==> config.mk <==
export PLATFORM = sky130hd
export DESIGN_NAME = riscv_mem_arbiter
export DESIGN_NICKNAME = d
export VERILOG_FILES = /design/src/rtl/riscv_pkg.sv /design/src/rtl/riscv_arb_timeout.sv /design/src/rtl/riscv_mem_arbiter.sv
export SDC_FILE = /design/constraint.sdc
export NUM_CORES = 1
export LEC_CHECK = 0
export ABC_AREA = 1
export CORE_AREA = 2 2 122 124
export DETAILED_ROUTE_END_ITERATION = 6
export DIE_AREA = 0 0 124 126
export PLACE_DENSITY = 0.56
export SYNTH_ARGS = -nofsm -noshare
export SYNTH_HDL_FRONTEND = slang
export SYNTH_SLANG_ARGS = --single-unit
==> constraint.sdc <==
create_clock -name clk_i -period 2.95 [get_ports clk_i]
set_input_delay 0.59 -clock clk_i [delete_from_list [all_inputs] [get_ports clk_i]]
set_output_delay 0.59 -clock clk_i [all_outputs]
set_load 0.1 [all_outputs]
==> src/rtl/riscv_pkg.sv <==
// Shared types and constants for the two-master memory arbiter.
package riscv_pkg;

    typedef enum logic {ARB_IDLE, ARB_BUSY} arb_state_t;

    localparam logic ARB_M_LSU = 1'b0;
    localparam logic ARB_M_IF  = 1'b1;

    localparam int ARB_TIMEOUT_W = 16;

endpackage

==> src/rtl/riscv_arb_timeout.sv <==
// Watchdog counter for the memory arbiter. It counts BUSY cycles without a
// response and raises 'expired' once the count reaches TIMEOUT_CYCLES.
module riscv_arb_timeout
    import riscv_pkg::*;
#(
    parameter int TIMEOUT_CYCLES = 255
) (
    input  logic clk_i,
    input  logic rst_i,
    input  logic start,
    input  logic busy,
    input  logic done,
    output logic expired
);

    localparam logic [ARB_TIMEOUT_W-1:0] LIMIT = ARB_TIMEOUT_W'(TIMEOUT_CYCLES);

    logic [ARB_TIMEOUT_W-1:0] cnt_q;
    logic [ARB_TIMEOUT_W-1:0] cnt_d;

    assign expired = busy && (cnt_q == LIMIT);

    // The count starts at 1 on the grant cycle, so the check fires on the
    // TIMEOUT_CYCLES-th BUSY cycle.
    always_comb begin
        cnt_d = '0;
        if (start) begin
            cnt_d = ARB_TIMEOUT_W'(1);
        end else if (busy && !done && !expired) begin
            cnt_d = cnt_q + 1'b1;
        end
    end

    always_ff @(posedge clk_i) begin
        if (!rst_i) begin
            cnt_q <= '0;
        end else begin
            cnt_q <= cnt_d;
        end
    end

endmodule

==> src/rtl/riscv_mem_arbiter.sv <==
// Two-master arbiter (LSU = M0, fetch = M1) in front of a single memory port.
// Define RISCV_ARB_RR_EN for round-robin arbitration; otherwise M0 has fixed priority.
module riscv_mem_arbiter
    import riscv_pkg::*;
#(
    parameter int TIMEOUT_CYCLES = 255
) (
    input  logic        clk_i,
    input  logic        rst_i,
    input  logic        m0_req_i,
    input  logic        m0_we_i,
    input  logic [3:0]  m0_be_i,
    input  logic [31:0] m0_addr_i,
    input  logic [31:0] m0_wd_i,
    output logic [31:0] m0_rd_o,
    output logic        m0_ready_o,
    input  logic        m1_req_i,
    input  logic        m1_we_i,
    input  logic [3:0]  m1_be_i,
    input  logic [31:0] m1_addr_i,
    input  logic [31:0] m1_wd_i,
    output logic [31:0] m1_rd_o,
    output logic        m1_ready_o,
    output logic        mem_req_o,
    output logic        mem_we_o,
    output logic [3:0]  mem_be_o,
    output logic [31:0] mem_addr_o,
    output logic [31:0] mem_wd_o,
    input  logic [31:0] mem_rd_i,
    input  logic        mem_ready_i,
    output logic        err_o
);

    arb_state_t state_q;
    logic       owner_q;
    logic       prio_q;

    logic anyReq;
    logic winner;
    logic sel;
    logic ownerReq;
    logic idleGrant;
    logic busyActive;
    logic completeOk;
    logic timeoutHit;
    logic readyAny;
    logic expired;

    assign anyReq   = m0_req_i || m1_req_i;
    assign ownerReq = (owner_q == ARB_M_IF) ? m1_req_i : m0_req_i;

    // On contention the favoured master wins; prio_q stays 0 in the fixed build.
    assign winner = (m0_req_i && m1_req_i) ? prio_q
                  : (m1_req_i ? ARB_M_IF : ARB_M_LSU);

    assign sel = (state_q == ARB_IDLE) ? winner : owner_q;

    assign idleGrant  = (state_q == ARB_IDLE) && anyReq;
    assign busyActive = (state_q == ARB_BUSY) && ownerReq;
    assign completeOk = (idleGrant || busyActive) && mem_ready_i;
    assign timeoutHit = busyActive && !mem_ready_i && expired;
    assign readyAny   = completeOk || timeoutHit;

    assign mem_we_o   = (sel == ARB_M_IF) ? m1_we_i   : m0_we_i;
    assign mem_be_o   = (sel == ARB_M_IF) ? m1_be_i   : m0_be_i;
    assign mem_addr_o = (sel == ARB_M_IF) ? m1_addr_i : m0_addr_i;
    assign mem_wd_o   = (sel == ARB_M_IF) ? m1_wd_i   : m0_wd_i;

    assign mem_req_o  = rst_i && (idleGrant || (busyActive && !timeoutHit));
    assign m0_ready_o = rst_i && readyAny && (sel == ARB_M_LSU);
    assign m1_ready_o = rst_i && readyAny && (sel == ARB_M_IF);
    assign err_o      = rst_i && timeoutHit;

    assign m0_rd_o = (timeoutHit && (sel == ARB_M_LSU)) ? 32'h0 : mem_rd_i;
    assign m1_rd_o = (timeoutHit && (sel == ARB_M_IF))  ? 32'h0 : mem_rd_i;

    riscv_arb_timeout #(
        .TIMEOUT_CYCLES(TIMEOUT_CYCLES)
    ) u_timeout (
        .clk_i   (clk_i),
        .rst_i   (rst_i),
        .start   (idleGrant && !mem_ready_i),
        .busy    (state_q == ARB_BUSY),
        .done    (!ownerReq || mem_ready_i),
        .expired (expired)
    );

    // An owner dropping its request mid-transaction returns to IDLE without
    // touching prio_q, since no transfer completed.
    always_ff @(posedge clk_i) begin
        if (!rst_i) begin
            state_q <= ARB_IDLE;
            owner_q <= ARB_M_LSU;
            prio_q  <= ARB_M_LSU;
        end else begin
            case (state_q)
                ARB_IDLE: begin
                    if (anyReq) begin
                        owner_q <= winner;
                        if (!mem_ready_i) begin
                            state_q <= ARB_BUSY;
                        end
                    end
                end
                ARB_BUSY: begin
                    if (!ownerReq || mem_ready_i || expired) begin
                        state_q <= ARB_IDLE;
                    end
                end
                default: state_q <= ARB_IDLE;
            endcase
`ifdef RISCV_ARB_RR_EN
            if (readyAny) begin
                prio_q <= ~sel;
            end
`else
            prio_q <= ARB_M_LSU;
`endif
        end
    end

endmodule
# After elaboration in Yosys (flattened, before gate mapping)
# Index checks and enable logic that the tools add are counted.
[classes]
add_sub_neg = 1
n_eq_ne = 1
muxes = 16
bitwise_logic = 4
n_reduce_logical = 31
[ops]
columns = ["operator", "n"]
rows = [
  ["32-bit two-way mux", 4],
  ["1-bit logical AND", 18],
  ["16-bit by 1-bit adder with 16-bit output (second input constant)", 1],
  ["16-bit by 8-bit == test with 1-bit output (second input constant)", 1],
  ["1-bit two-way mux", 10],
  ["1-bit logical OR", 6],
  ["1-bit logical NOT", 5],
  ["4-bit two-way mux", 1],
  ["1-bit inverter", 4],
  ["3-bit OR reduction", 1],
  ["1-bit one-hot mux with 2 select lines", 1],
  ["2-bit AND reduction", 1],
]
[totals]
regBits = 18
input_bits = 175
out_inout_bits = 137
elab_cells = 57

# Longest topological paths before layout
# Gate-level depths: netlist of the first run.
[logic_depth]
depth_word = 8
mapped_depth = 10
mapped_depth_nobuf = 10

# Hierarchy
# Synthesis of the first run repeated with hierarchy kept, for this count alone.
[hier_totals]
cells_unflattened = 479
area_unflattened_um2 = 2279.7
[by_module_without_submodules]
columns = ["mod", "instances", "cells_each", "area_each_um2", "seq_area_each_um2"]
rows = [
  ["riscv_mem_arbiter", 1, 362, 1438.9, 40.0],
  ["riscv_arb_timeout", 1, 117, 840.8, 320.3],
]

# Worst setup path after synthesis of the first run
# Ideal clock, no wire load.
[synth_timing]
path_type = "input to output"
start = "in m1_req_i"
end = "out m1_ready_o"
arrival_time_ns = 2.597
required_time_ns = 2.360
path_slack_ns = -0.237
stages = 5
n_path_buf = 1
cell_sequence = "inv_1 -> o21ai_1 -> nand2_2 -> clkbuf_1 -> a21oi_1"
[synth_between]
elab_chain_len = 7
elab_cells_between_ends = 15
classes_between = "4 x mux; 11 x reduce/logical"
[synth_rtl]
columns = ["item", "line", "rtl"]
rows = [
  ["start: declaration", "riscv_mem_arbiter.sv:17", "input logic m1_req_i,"],
  ["1-bit two-way mux or 1-bit logical OR (tied branches)", "riscv_mem_arbiter.sv:50, riscv_mem_arbiter.sv:49", ""],
  ["1-bit logical AND (on tied branches)", "riscv_mem_arbiter.sv:59, riscv_mem_arbiter.sv:58", ""],
  ["1-bit logical OR or 1-bit logical AND (tied branches)", "riscv_mem_arbiter.sv:60, riscv_mem_arbiter.sv:61", ""],
  ["1-bit logical AND (on tied branches)", "riscv_mem_arbiter.sv:60, riscv_mem_arbiter.sv:61", ""],
  ["1-bit logical OR", "riscv_mem_arbiter.sv:62", "assign readyAny = completeOk || timeoutHit;"],
  ["1-bit logical AND", "riscv_mem_arbiter.sv:71", "assign m1_ready_o = rst_i && readyAny && (sel == ARB_M_IF);"],
  ["1-bit logical AND (*)", "riscv_mem_arbiter.sv:71", ""],
  ["end: declaration", "riscv_mem_arbiter.sv:23", "output logic m1_ready_o,"],
]
# Mark *: on every way between the ends. The rest lies on a longest branch, timed or not.

# Worst setup path in the final report of the first run
[layout_timing]
start = "in m0_req_i"
end = "out m0_rd_o[27]"
[layout_between]
elab_chain_len = 6
elab_cells_between_ends = 10
classes_between = "4 x mux; 1 x bitwise; 5 x reduce/logical"
[layout_rtl]
columns = ["item", "line", "rtl"]
rows = [
  ["start: declaration", "riscv_mem_arbiter.sv:10", "input logic m0_req_i,"],
  ["1-bit logical AND or 1-bit two-way mux (tied branches)", "riscv_mem_arbiter.sv:53, riscv_mem_arbiter.sv:50", ""],
  ["1-bit two-way mux or 1-bit logical AND (tied branches)", "riscv_mem_arbiter.sv:53, riscv_mem_arbiter.sv:59", ""],
  ["1-bit two-way mux or 1-bit logical AND (tied branches)", "riscv_mem_arbiter.sv:56, riscv_mem_arbiter.sv:61", ""],
  ["1-bit inverter or 1-bit logical AND (tied branches)", "riscv_mem_arbiter.sv:74, riscv_mem_arbiter.sv:61", ""],
  ["1-bit logical AND (*)", "riscv_mem_arbiter.sv:74", "assign m0_rd_o = (timeoutHit && (sel == ARB_M_LSU)) ? 32'h0 : mem_rd_i;"],
  ["32-bit two-way mux (*)", "riscv_mem_arbiter.sv:74", ""],
  ["end: declaration", "riscv_mem_arbiter.sv:15", "output logic [31:0] m0_rd_o,"],
]
# Marked as above.

==> impl_metrics.json, run 1 <==
{
  "globalplace.congestion": 0.908,
  "gr-usage-all-layers": 0.169,
  "clk-insertion-delay-late_ns": 0.25,
  "final_common_cell": "nand2_1",
  "fin_area_um2": 7360,
  "vias": 3908,
  "clkTransAtPathRegs_ns": 0.05,
  "drc": 0,
  "syn_area_um2": 2240,
  "drv_cap": 0,
  "crit_type": "input port to output port",
  "end_kind": "output port",
  "p_leak_nw": 3.43,
  "cts_max_level": 1,
  "overflow": 0,
  "critPathSlowestCell": "clkdlybuf4s50_1",
  "drt_iter0_markers": 161,
  "hpwlAfterDp_um": 12500,
  "grt_max_degree": 71,
  "clockBufferDepth": 2,
  "fin_nets": 955,
  "clock_sinks": 18,
  "antenna_found_initial": 0,
  "synth_nets": 639,
  "path_buf_inv": 5,
  "required_ns": 2.36,
  "avgSynthCellArea_um2": 4.83,
  "setup_tns_ns": 0,
  "arrival_ns": 2.29,
  "period_share": 0.977,
  "final_core_utilization": 0.515,
  "fp.dieH_um": 126,
  "mostFrequentLayoutCells": "236 x nand2_1, 174 x clkdlybuf4s50_1, 143 x buf_12, 61 x nor2_2, 54 x inv_1",
  "relSlewSlack": 0.771,
  "fillCellCount": 1301,
  "cts_hold_buf": 0,
  "hold_viol_final": 0,
  "cts_tree": "built",
  "status": "finished, final reports clean",
  "fmax_ghz": 0.347,
  "regArea_um2": 360,
  "synth-seq-area-share": 0.161,
  "diodes": 0,
  "firstDrtPassIters": 4,
  "fin_crit_ns": 2.88,
  "initial_core_util": 0.156,
  "slew_violations": 0,
  "max_stage_delay_ns": 0.48,
  "hp-class": "flip-flop to flip-flop",
  "ir_worst_vdd_uv": 218,
  "die_area_um2": 15600,
  "place_inst": 948,
  "synth_warnings": 0,
  "num_rows": 44,
  "multi_input_area_um2": 1700,
  "path_cells": "clkdlybuf4s50_1 > inv_1 > nand2_1 > nand3_2 > nor2_4 > nand3_4 > nor2_4 > buf_12 > clkbuf_16 > nor2_2 > buf_12",
  "portBuffers": 311,
  "routed_via_density": 4.06,
  "fin_cells": 962,
  "io_pins": 312,
  "setup_violations": 0,
  "grt_pass1_vias": 3930,
  "path_max_fanout": 11,
  "clock_skew_ns": 0.00251,
  "cts-root-buf": "clkbuf_16",
  "drive_gt1_frac": 0.302,
  "grt_pass1_wl_um": 20500,
  "fp.dieW_um": 124,
  "synth-seq-cells": 18,
  "synthCells": 463,
  "power.density_nw_per_um2": 417,
  "cp-start-kind": "input port",
  "crit_family": "buffers and inverters",
  "drt-total-wl_um": 14500,
  "worstMarginPinSlew_ns": 0.342,
  "numCtsBuffers": 3,
  "ys_types": 26,
  "coreArea_um2": 14300,
  "antenna_left": 0,
  "drt-wirelength-per-cell_um": 15.1,
  "syn_to_final_growth_pct": 229,
  "placed_area_um2": 7100
}
## metrics by stage
stage	hold slack (ns)	total power, mW	setup WS (ns)
finish	0.504	3.07	0.0665
floorplan	0.452	1.70	-0.237
global route	0.538	3.17	-0.00586
global placement	0.465	2.77	-0.118
CTS	0.503	3.08	-0.0434
detailed placement	0.494	2.78	-0.108
## worst min-delay path: cells and delay by family (launching register included)
family | cells | cell delay [ns]
DFF | 1 | 0.32
and+or+nand+nor | 1 | 0.07
AOI/OAI and AO/OA | 1 | 0.06
## routing by layer
layer,vias to the layer above,GRT usage,wire (µm)
li1,1985,-,-
met1,1686,0.177,4930
met2,222,0.325,7670
met3,15,0.0521,1660
met4,0,0.0370,224
met5,-,0,0
## cell usage after synthesis, drive strengths merged
library cell  count  area share
inv              55       0.092
a21oi             6       0.013
nand2           238        0.40
xnor2             3       0.012
nand3            13       0.037
ha                1      0.0056
or2               1      0.0028
dfxtp            18        0.16
nor3              4      0.0089
xor2              5       0.020
nand4             3      0.0084
nand3b            1      0.0034
clkbuf            7       0.012
o21ai             4      0.0089
nor2             89        0.16
buf              14       0.049
a21boi            1      0.0034
## logic make-up after synthesis
kind of cell / Yosys count / share of synthesized area
and+or+nand+nor: 349 / 0.623
buffers and inverters: 76 / 0.153
AOI/OAI and AO/OA: 11 / 0.0257
xor gates and xnor gates: 8 / 0.0313
DFF: 18 / 0.161
adders and majority gates: 1 / 0.00559
## state kept, by name (all words and copies together) (netlist names)
register	count
u_timeout.cnt_q	16
state_q	1
owner_q	1
## timing repair
action                     CTS  global route
buffers inserted             0             7
setup endpoints to repair    2           104
gates cloned                 0             3
pin swaps                    0             7
resized for setup            2             5
## area by class of cell
cell class / count / area share
repair buffers: 332 / 0.648
flip-flops and latches: 18 / 0.0489
multi-input cells: 369 / 0.231
well taps: 184 / 0.0313
inverters: 55 / 0.0284
clock buffers: 4 / 0.0121
## where the power goes
part	switching, mW	leakage [nW]	internal, mW
registers	0.00300	0.146	0.247
logic	1.61	3.24	0.917
clock network	0.0934	0.0442	0.206
total	1.70	3.43	1.37
## final timing paths
kind / from / slack (ns) / cells past startpoint / end
hold reg to reg: u_timeout.cnt_q[15] / 0.50 / 2 / u_timeout.cnt_q[15]
hold / removal: u_timeout.cnt_q[15] / 0.50 / 2 / u_timeout.cnt_q[15]
setup reg to reg: u_timeout.cnt_q[0] / 1.26 / 10 / u_timeout.cnt_q[13]
setup / recovery: m0_req_i / 0.07 / 11 / m0_rd_o[27]
Note: power is estimated with default switching activity, not from simulation.
==> run 2: changes to the inputs <==
- TNS_END_PERCENT: default -> 50
==> impl_metrics.json, run 2 (synthesis gave the netlist of run 1 again) <==
{
  "required_ns": 2.36,
  "fp.dieW_um": 124,
  "cts_tree": "built",
  "antenna_left": 0,
  "num_rows": 44,
  "die_area_um2": 15600,
  "clk-insertion-delay-late_ns": 0.25,
  "path_cells": "clkdlybuf4s50_1 > inv_1 > nand2_1 > nand3_1 > nor2_4 > nand3_4 > nor2_4 > clkbuf_16 > nor2_2 > buf_12",
  "drt-total-wl_um": 13400,
  "cts_max_level": 1,
  "top_register": "u_timeout.cnt_q",
  "grt_max_degree": 70,
  "fp.dieH_um": 126,
  "final_common_cell": "nand2_1",
  "diodes": 0,
  "io_pins": 312,
  "drc": 0,
  "fmax_ghz": 0.351,
  "setup_violations": 0,
  "gr-usage-all-layers": 0.153,
  "numCtsBuffers": 3,
  "grt_pass1_wl_um": 18500,
  "dp_slack_ns": 0.0457,
  "ir_worst_vdd_uv": 235,
  "syn_to_final_growth_pct": 218,
  "end_kind": "output port",
  "globalplace.congestion": 0.857,
  "drive_gt1_frac": 0.244,
  "reg_top3": "u_timeout.cnt_q x16, owner_q x1, state_q x1",
  "drv_cap": 0,
  "initial_core_util": 0.156,
  "total_power_mw": 3.06,
  "path_max_fanout": 16,
  "hpwlAfterDp_um": 11200,
  "setup_tns_ns": 0,
  "regToRegSetupSlack_ns": 1.28,
  "drt-wirelength-per-cell_um": 14.1,
  "overflow": 0,
  "worstMarginPinSlew_ns": 0.347,
  "path_common_cell": "nor2_4",
  "status": "finished, final reports clean",
  "critPathSlowestCell": "clkdlybuf4s50_1",
  "fin_crit_ns": 2.85,
  "largest_register_ffs": 16,
  "crit_type": "input port to output port",
  "firstDrtPassIters": 5,
  "layout_setup_ws_ns": 0.104,
  "routed_via_density": 3.93,
  "fin_cells": 949,
  "cp-start-kind": "input port",
  "arrival_ns": 2.26,
  "clockBufferDepth": 2,
  "relSlewSlack": 0.768,
  "cts-root-buf": "clkbuf_16",
  "vias": 3728,
  "hold_viol_final": 0,
  "hold_ws_ns": 0.479,
  "slew_violations": 0,
  "fin_nets": 942,
  "power.density_nw_per_um2": 429,
  "clkTransAtPathRegs_ns": 0.05,
  "max_stage_delay_ns": 0.49,
  "drt_iter0_markers": 163,
  "place_inst": 943,
  "hp-class": "flip-flop to flip-flop",
  "fillCellCount": 1344,
  "mostFrequentLayoutCells": "236 x nand2_1, 174 x clkdlybuf4s50_1, 141 x buf_12, 56 x nor2_1, 54 x inv_1",
  "clock_skew_ns": 0.00198,
  "grt_pass1_vias": 3437,
  "portBuffers": 311,
  "clock_sinks": 18,
  "period_share": 0.965,
  "rsz0062_at_grt": "true",
  "antenna_found_initial": 0,
  "coreArea_um2": 14300,
  "p_leak_nw": 3.34
}
run 2: worst paths after layout:
path | startpoint | to | cells after the start
setup / recovery | m1_req_i | m0_rd_o[6] | 10
hold / removal | u_timeout.cnt_q[15] | u_timeout.cnt_q[15] | 2
setup reg to reg | u_timeout.cnt_q[0] | u_timeout.cnt_q[14] | 10
hold reg to reg | u_timeout.cnt_q[15] | u_timeout.cnt_q[15] | 2
run 2: where the power goes:
group	total [mW]	switching [mW]	leakage (nW)	internal [mW]
sequential	0.249	0.00232	0.146	0.247
combinational	2.51	1.60	3.15	0.909
clock	0.299	0.0926	0.0442	0.206
run 2: worst max-delay path, delay by kind of cell:
kind	cells	cell delay, ns
buffers and inverters	4	0.94
AND/OR/NAND/NOR	6	0.70
run 2: area by class of cell:
cell class | instances | area, µm² | area share
clock buffers | 4 | 88.8 | 0.0125
repair buffers | 319 | 4630 | 0.650
well taps | 184 | 230 | 0.0323
multi-input cells | 369 | 1610 | 0.226
flip-flops and latches | 18 | 360 | 0.0506
inverters | 55 | 206 | 0.0290
run 2: layer usage:
metal,wire length [µm],up-vias,track usage
li1,-,1955,-
met1,4690,1551,0.157
met2,7050,210,0.298
met3,1510,12,0.0512
met4,153,0,0.0251
met5,0,-,0
run 2: metrics by stage:
stage,area (µm²),utilization
5_1_grt,7130,0.498
6_report,7130,0.498
3_3_place_gp,6980,0.488
3_5_place_dp,6980,0.488
4_1_cts,7070,0.494
2_1_floorplan,2310,-
run 2: what timing repair did:
action | in CTS | in global routing
hold buffers | 0 | 0
gates resized for setup | 0 | 1
endpoints found under the setup margin | 0 | 45
buffers inserted | 0 | 0
==> run 3: changes to the inputs <==
- SKIP_CTS_REPAIR_TIMING: default -> 1
==> results of run 3 <==
Final layout, timing and power as in run 2 (identical DEF).
